### src/rtl/dac_spi_frame_receiver.sv
// dac_spi_frame_receiver
//
// Responder-side decoder for the AD5662 DAC serial interface. The three DAC
// pins are oversampled on state_clk, each 24-bit frame is shifted in MSB
// first, and a complete frame is committed as control bits, power-down mode
// and a 16-bit DAC code. Aborted frames and frames with extra clocks are
// flagged as frame errors and counted.
//
// Parameters
//   SYNC_STAGES  synchronizer depth (>= 2), identical for all three inputs
//   FRAME_BITS   SCLK falling edges that make up one complete frame
//
// Ports
//   state_clk    sampling clock, rising edge
//   reset        synchronous, active-high reset
//   spi_sync     DAC_SYNC pin, active-low frame enable (asynchronous)
//   spi_sclk     DAC_SCLK pin (asynchronous)
//   spi_din      DAC_DIN pin (asynchronous)
//   dac_word     last committed data field, frame bits 15:0
//   pd_mode      last committed power-down mode, frame bits 17:16
//   ctrl_dc      last committed don't-care bits, frame bits 23:18
//   word_valid   one-cycle pulse when a word commits
//   frame_error  one-cycle pulse on an aborted or overrun frame
//   busy         high while a frame is being received or has completed
//   frame_count  committed frames, wraps
//   error_count  frame errors, saturates at 8'hFF

module dac_spi_frame_receiver #(
  parameter int SYNC_STAGES = 2,
  parameter int FRAME_BITS  = 24
) (
  input  logic        state_clk,
  input  logic        reset,
  input  logic        spi_sync,
  input  logic        spi_sclk,
  input  logic        spi_din,
  output logic [15:0] dac_word,
  output logic [1:0]  pd_mode,
  output logic [5:0]  ctrl_dc,
  output logic        word_valid,
  output logic        frame_error,
  output logic        busy,
  output logic [15:0] frame_count,
  output logic [7:0]  error_count
);

  typedef enum logic [1:0] {
    IDLE  = 2'd0,
    SHIFT = 2'd1,
    DONE  = 2'd2
  } state_t;

  localparam logic [4:0] FRAME_LAST = 5'(FRAME_BITS);

  state_t state;
  state_t state_next;

  logic [SYNC_STAGES-1:0] sync_pipe;
  logic [SYNC_STAGES-1:0] sclk_pipe;
  logic [SYNC_STAGES-1:0] din_pipe;
  logic                   sync_dly;
  logic                   sclk_dly;

  logic sync_s;
  logic sclk_s;
  logic din_s;
  logic sync_fall;
  logic sync_rise;
  logic sclk_fall;

  logic [4:0]  bit_cnt;
  logic [4:0]  bit_cnt_inc;
  logic [23:0] shift_reg;
  logic [23:0] shift_next;
  logic        overrun;

  logic start_frame;
  logic shift_bit;
  logic commit;
  logic flag_error;
  logic set_overrun;

  // Synchronizer chains for the three asynchronous pins, plus one extra delay
  // flop on SYNC and SCLK so their edges can be detected. Everything resets to
  // zero: a SYNC that is already low when reset releases therefore never looks
  // like a falling edge, so a frame caught mid-flight by reset is skipped.
  always_ff @(posedge state_clk) begin
    if (reset) begin
      sync_pipe <= '0;
      sclk_pipe <= '0;
      din_pipe  <= '0;
      sync_dly  <= 1'b0;
      sclk_dly  <= 1'b0;
    end else begin
      sync_pipe <= {sync_pipe[SYNC_STAGES-2:0], spi_sync};
      sclk_pipe <= {sclk_pipe[SYNC_STAGES-2:0], spi_sclk};
      din_pipe  <= {din_pipe[SYNC_STAGES-2:0], spi_din};
      sync_dly  <= sync_pipe[SYNC_STAGES-1];
      sclk_dly  <= sclk_pipe[SYNC_STAGES-1];
    end
  end

  // Edge strobes from the last synchronizer stage and its delayed copy. DIN is
  // taken from the same stage as SCLK so the bit lines up with its clock edge.
  always_comb begin
    sync_s      = sync_pipe[SYNC_STAGES-1];
    sclk_s      = sclk_pipe[SYNC_STAGES-1];
    din_s       = din_pipe[SYNC_STAGES-1];
    sync_fall   = sync_dly & ~sync_s;
    sync_rise   = ~sync_dly & sync_s;
    sclk_fall   = sclk_dly & ~sclk_s;
    bit_cnt_inc = bit_cnt + 5'd1;
    shift_next  = {shift_reg[22:0], din_s};
  end

  // State register for the frame FSM.
  always_ff @(posedge state_clk) begin
    if (reset) begin
      state <= IDLE;
    end else begin
      state <= state_next;
    end
  end

  // Next-state logic and datapath strobes. A SYNC rise is always examined
  // before an SCLK fall, so when both show up in one cycle the clock edge is
  // dropped. A SYNC rise before any bit arrived is a harmless empty frame.
  always_comb begin
    state_next  = state;
    start_frame = 1'b0;
    shift_bit   = 1'b0;
    commit      = 1'b0;
    flag_error  = 1'b0;
    set_overrun = 1'b0;
    case (state)
      IDLE: begin
        if (sync_fall) begin
          state_next  = SHIFT;
          start_frame = 1'b1;
        end
      end
      SHIFT: begin
        if (sync_rise) begin
          state_next = IDLE;
          if (bit_cnt != 5'd0) begin
            flag_error = 1'b1;
          end
        end else if (sclk_fall) begin
          shift_bit = 1'b1;
          if (bit_cnt_inc == FRAME_LAST) begin
            commit     = 1'b1;
            state_next = DONE;
          end
        end
      end
      DONE: begin
        if (sync_rise) begin
          state_next = IDLE;
          if (overrun) begin
            flag_error = 1'b1;
          end
        end else if (sclk_fall) begin
          set_overrun = 1'b1;
        end
      end
      default: begin
        state_next = IDLE;
      end
    endcase
  end

  // Output logic: busy follows the registered state, so it rises the cycle
  // after the SYNC fall is seen and drops the cycle after the SYNC rise.
  always_comb begin
    busy = (state != IDLE);
  end

  // Datapath: shift register, bit counter, overrun flag, committed fields and
  // the statistics counters. The committed fields come up at DAC midscale and
  // only change on a full frame, so aborted frames leave them untouched.
  always_ff @(posedge state_clk) begin
    if (reset) begin
      bit_cnt     <= 5'd0;
      shift_reg   <= 24'd0;
      overrun     <= 1'b0;
      dac_word    <= 16'h8000;
      pd_mode     <= 2'd0;
      ctrl_dc     <= 6'd0;
      word_valid  <= 1'b0;
      frame_error <= 1'b0;
      frame_count <= 16'd0;
      error_count <= 8'd0;
    end else begin
      word_valid  <= commit;
      frame_error <= flag_error;

      if (start_frame) begin
        bit_cnt   <= 5'd0;
        shift_reg <= 24'd0;
      end else if (shift_bit) begin
        bit_cnt   <= bit_cnt_inc;
        shift_reg <= shift_next;
      end

      if (state_next != DONE) begin
        overrun <= 1'b0;
      end else if (set_overrun) begin
        overrun <= 1'b1;
      end

      if (commit) begin
        {ctrl_dc, pd_mode, dac_word} <= shift_next;
        frame_count <= frame_count + 16'd1;
      end

      if (flag_error && (error_count != 8'hFF)) begin
        error_count <= error_count + 8'd1;
      end
    end
  end

endmodule
### config.mk
export PLATFORM = sky130hd
export DESIGN_NAME = dac_spi_frame_receiver
export DESIGN_NICKNAME = d
export VERILOG_FILES = /design/src/rtl/dac_spi_frame_receiver.sv
export SDC_FILE = /design/constraint.sdc
export NUM_CORES = 1
export LEC_CHECK = 0
export ABC_AREA = 0
export CAP_MARGIN = 20
export CORE_MARGIN = 2
export CORE_UTILIZATION = 57
export CTS_CLUSTER_DIAMETER = 200
export CTS_CLUSTER_SIZE = 14
export DETAILED_ROUTE_END_ITERATION = 8
export PLACE_DENSITY_LB_ADDON = 0.3
export SYNTH_ARGS = -nofsm -noshare
export SYNTH_HDL_FRONTEND = slang
export SYNTH_SLANG_ARGS = --single-unit
export TNS_END_PERCENT = 20
### constraint.sdc
create_clock -name state_clk -period 5.6 [get_ports state_clk]
set_input_delay 1.4 -clock state_clk [delete_from_list [all_inputs] [get_ports state_clk]]
set_output_delay 1.4 -clock state_clk [all_outputs]
set_load 0.05 [all_outputs]
==> Word-level counts from Yosys, hierarchy flattened <==
Index checks and enable logic that the tools add are counted.
{ "totals": {"elab_cells": 57, "register_bits": 89, "inputBits": 5, "output_inout_bits": 51} }
{ "op_classes": {"add_sub_neg": 3, "eq_ne": 5, "n_reduce_logical": 6, "muxes": 21, "bitwise_logic": 6} }
{ "ops": {"columns": ["op", "count"], "rows": [
  ["adder 16 x 1 -> 16 bit (second input constant)", 1],
  ["two-way mux 1 bit", 14],
  ["two-way mux 2 bit", 5],
  ["adder 8 x 1 -> 8 bit (second input constant)", 1],
  ["inequality test 8 bit (second input constant)", 1],
  ["case mux 2 bit (3 select lines)", 1],
  ["adder 5 x 1 -> 5 bit (second input constant)", 1],
  ["== test 5 bit (second input constant)", 1],
  ["nonzero test 5 bit", 1],
  ["OR reduction 2 bit", 2],
  ["bitwise AND 1 bit", 3],
  ["inverter 1 bit", 3],
  ["== test 2 x 1 -> 1 bit (second input constant)", 1],
  ["== test 2 bit (second input constant)", 1],
  ["zero test 2 bit", 1],
  ["inequality test 2 bit (second input constant)", 1],
  ["case mux 1 bit (2 select lines)", 1],
  ["nonzero test 2 bit", 1],
  ["logical AND 1 bit", 1]
]} }

==> Longest topological paths before layout <==
{ "depth": {"depth_word": 8, "depth_mapped": 8, "mapped_depth_nobuf": 7} }

==> Worst setup path after synthesis <==
OpenSTA, ideal clock, no wires.
{ "synth_path": {"kind": "register to output", "start": "register state[0]", "end": "output port busy", "required_ns": 4.200, "slack_ns": 3.199, "stages_incl_launch_ff": 4, "arrival_ns": 1.001, "cell_sequence": "dfxtp_1 -> inv_1 -> ha_1 -> inv_1"} }
{ "synth_between": {"elab_chain_len": 1} }
{ "synth_rtl": {"columns": ["item", "line", "source"], "rows": [
  ["start: declaration", "55", "state_t state;"],
  ["start signal: assignment", "121", "state <= state_next;"],
  ["nonzero test 2 bit", "175", "busy = (state != IDLE);"],
  ["end: declaration", "42", "output logic busy,"]
]} }
No other way between the ends.

==> Worst setup path in the final report <==
Ends and elaborated chain as after synthesis.

==> results.md <==
- Syn_nets: 434
- Root Buffer: clkbuf_8
- Max_cap viols: 0
- H-Tree Depth: 3
- Lkg Pwr: 1.36 nW
- Peak supply drop: 0.000258 V
- IO Pins: 56
- Area leader, netlist: dfxtp_1
- Status: complete, no violations
- Setup violators final: 0
- Hold Fails Final Rpt: 0
- Largest net degree at the start of global routing: 62
- Min Tclk post-route: 3380 ps
- Resize count post-CTS: 0
- Crit end category: output pin
- Largest register FFs: 23
- Mean Syn Cell Area: 8.34 um2
- Die width: 82.5 um
- Fin util: 72.1%
- Post-Syn Instances: 421
- HPWL after detailed placement: 4770 um
- Antenna Nets Post-Route: 0
- Final period util: 60.4%
- Yosys cell types: 42
- Clock Skew: 13.4 ps
- Post-synthesis register bit count: 89
- Critical path data required time: 4200 ps
- Area Overhead vs Synth: 21.6%
- Slew Viols, Final: 0
- Die area: 0.00681 mm2
- Total Power: 1.09 mW
- Post-Place Cells: 531
- Initial DRC count: 203
- Core area: 0.00592 mm2
- Simple-gate share of the synthesized area: 26.9%
- Setup WS pre-CTS: 2510 ps
- Hold buffers post-CTS: 0
- Ys async rst share: 0%
- Area of the multi-input gates: 0.00162 mm2
- EDFF count, synth: 0
- YS warnings: 0
- Layout cells sized above 1: 4.67%
- Vias: 2967
- FMAX: 0.295 GHz
- Clock latency on the worst-skew pair: 350 ps
- FF/Latch Area: 0.00178 mm2
- Worst rel slew slack: 27.6%
- Total gr overflow: 0
- Crit path max fanout: 5
- Port Buffers: 55
- Final Net Count: 480
- Max Buffers Root-to-Sink: 2
- Largest family of logic cells by synthesized area: simple AND/OR/NAND/NOR gates
- Setup_tns: 0 ps
- TritonCTS clock tree: yes
- Drt via density: 5.43
- WL per Instance: 13.1 um
- Mux share of post-synthesis cell area: 0.855%
- Reg-to-reg slack, setup: 3120 ps
- Commonest non-fill, non-tap cells in the layout: nand2_1, dfxtp_1, clkdlybuf4s50_1
- Area post-placement: 0.00408 mm2
- Hold WC Path Type: flop to flop
- Setup Crit Path Kind: flop to output pin
- Pwr Density: 255 mW/mm2
- RSZ-0062 raised after global routing: no
- Synth top area cells: dfxtp_1, nand2_1, a21oi_1, xnor2_1, nor2_1
- Global-route wire length before repair: 12200 um
- Cell Rows: 28
- Yosys top cell area share: 50.7%
- Gr usage total: 22.8%
- Setup ws final: 2220 ps
- Final cell count without fillers: 546
- Register area share after synthesis: 50.7%
- Clock Sinks: 89
- Initial core utilization: 59.3%
- Slew @ Worst Pin: 1090 ps
- Drt drc: 0
- Worst-path clk slew: 90 ps
- Synth Area in Compound Gates: 10.1%
- Final wirelength: 7130 um
- Post-synthesis cell area: 0.00351 mm2
- Post-CTS Setup Inserts: 0
- Cts bufs inserted: 9
- # diodes: 0
- Commonest non-fill, non-tap cell in the layout: nand2_1
- Initial antenna violation count: 0
- Top_reg_cell synth: dfxtp_1
- RD Place Congestion: 0.759
- Final instance area: 0.00427 mm2
- FILL cells: 460
- Worst Hold Slack: 443 ps
- Startpoint types: flop
- Pre-Repair DR Iteration Count: 4
- Synthesized-area fraction occupied by adder cells: 2.85%
- Die Y: 82.5 um
- Vias in the first global route: 2826
- Post-synthesis xor/xnor area fraction: 5.24%
- WP data arrival: 1980 ps
==> path summary, 6_finish.rpt <==
check | from | end | cells past startpoint
worst max-delay path | state[0]$_SDFF_PP0_ | busy | 4
worst min-delay path | sclk_pipe[0]$_SDFF_PP0_ | sclk_pipe[1]$_SDFF_PP0_ | 1
worst max register to register | bit_cnt[0]$_SDFFE_PP0P_ | frame_count[4]$_SDFFE_PP0P_ | 6
worst min register to register | sclk_pipe[0]$_SDFF_PP0_ | sclk_pipe[1]$_SDFF_PP0_ | 1
==> power by group <==
part           internal, mW  total, mW  switching [mW]
Combinational       0.00612     0.0209          0.0147
Clock                 0.205      0.432           0.227
Sequential            0.635      0.637         0.00175
Total                 0.846       1.09           0.243
==> cell families (layout without fill, tap and decap cells) <==
logic type,after synthesis,count (layout)
buffers and inverters,29,79
xor gates and xnor gates,21,21
muxes,3,3
and+or+nand+nor,206,206
AOI/OAI and AO/OA,65,65
DFF,89,89
adders and majority gates,8,8
==> synthesized netlist by cell type, types with 5 or more instances <==
master	n
clkbuf_1	18
dfxtp_1	89
nor4_1	10
nor3_1	6
xnor2_1	19
nand3_1	11
nand4_1	5
nor2b_1	11
nand2_1	110
inv_1	7
ha_1	8
nor2_1	30
a21oi_1	53
==> cell type report <==
class	instances	area share (%)
multi-input cells	303	37.8
repair buffers	57	13.1
clock buffers	9	2.90
inverters	7	0.615
flip-flops and latches	89	41.7
clock inverters	6	1.61
well taps	75	2.20
==> worst max-delay path: stages, from the launching register on <==
cell and delay (ps):
dfxtp_1 410, inv_1 100, ha_1 250, inv_1 80, clkdlybuf4s50_1 790
==> routing by layer <==
metal  wire length [um]  up-vias  GRT usage [%]
li1                   -     1498              -
met1               3290     1381           28.9
met4                103        0           8.36
met2               3400       77           39.0
met3                331       11           4.02
met5                  0        -              0
Power figures use the tool's default switching activity.
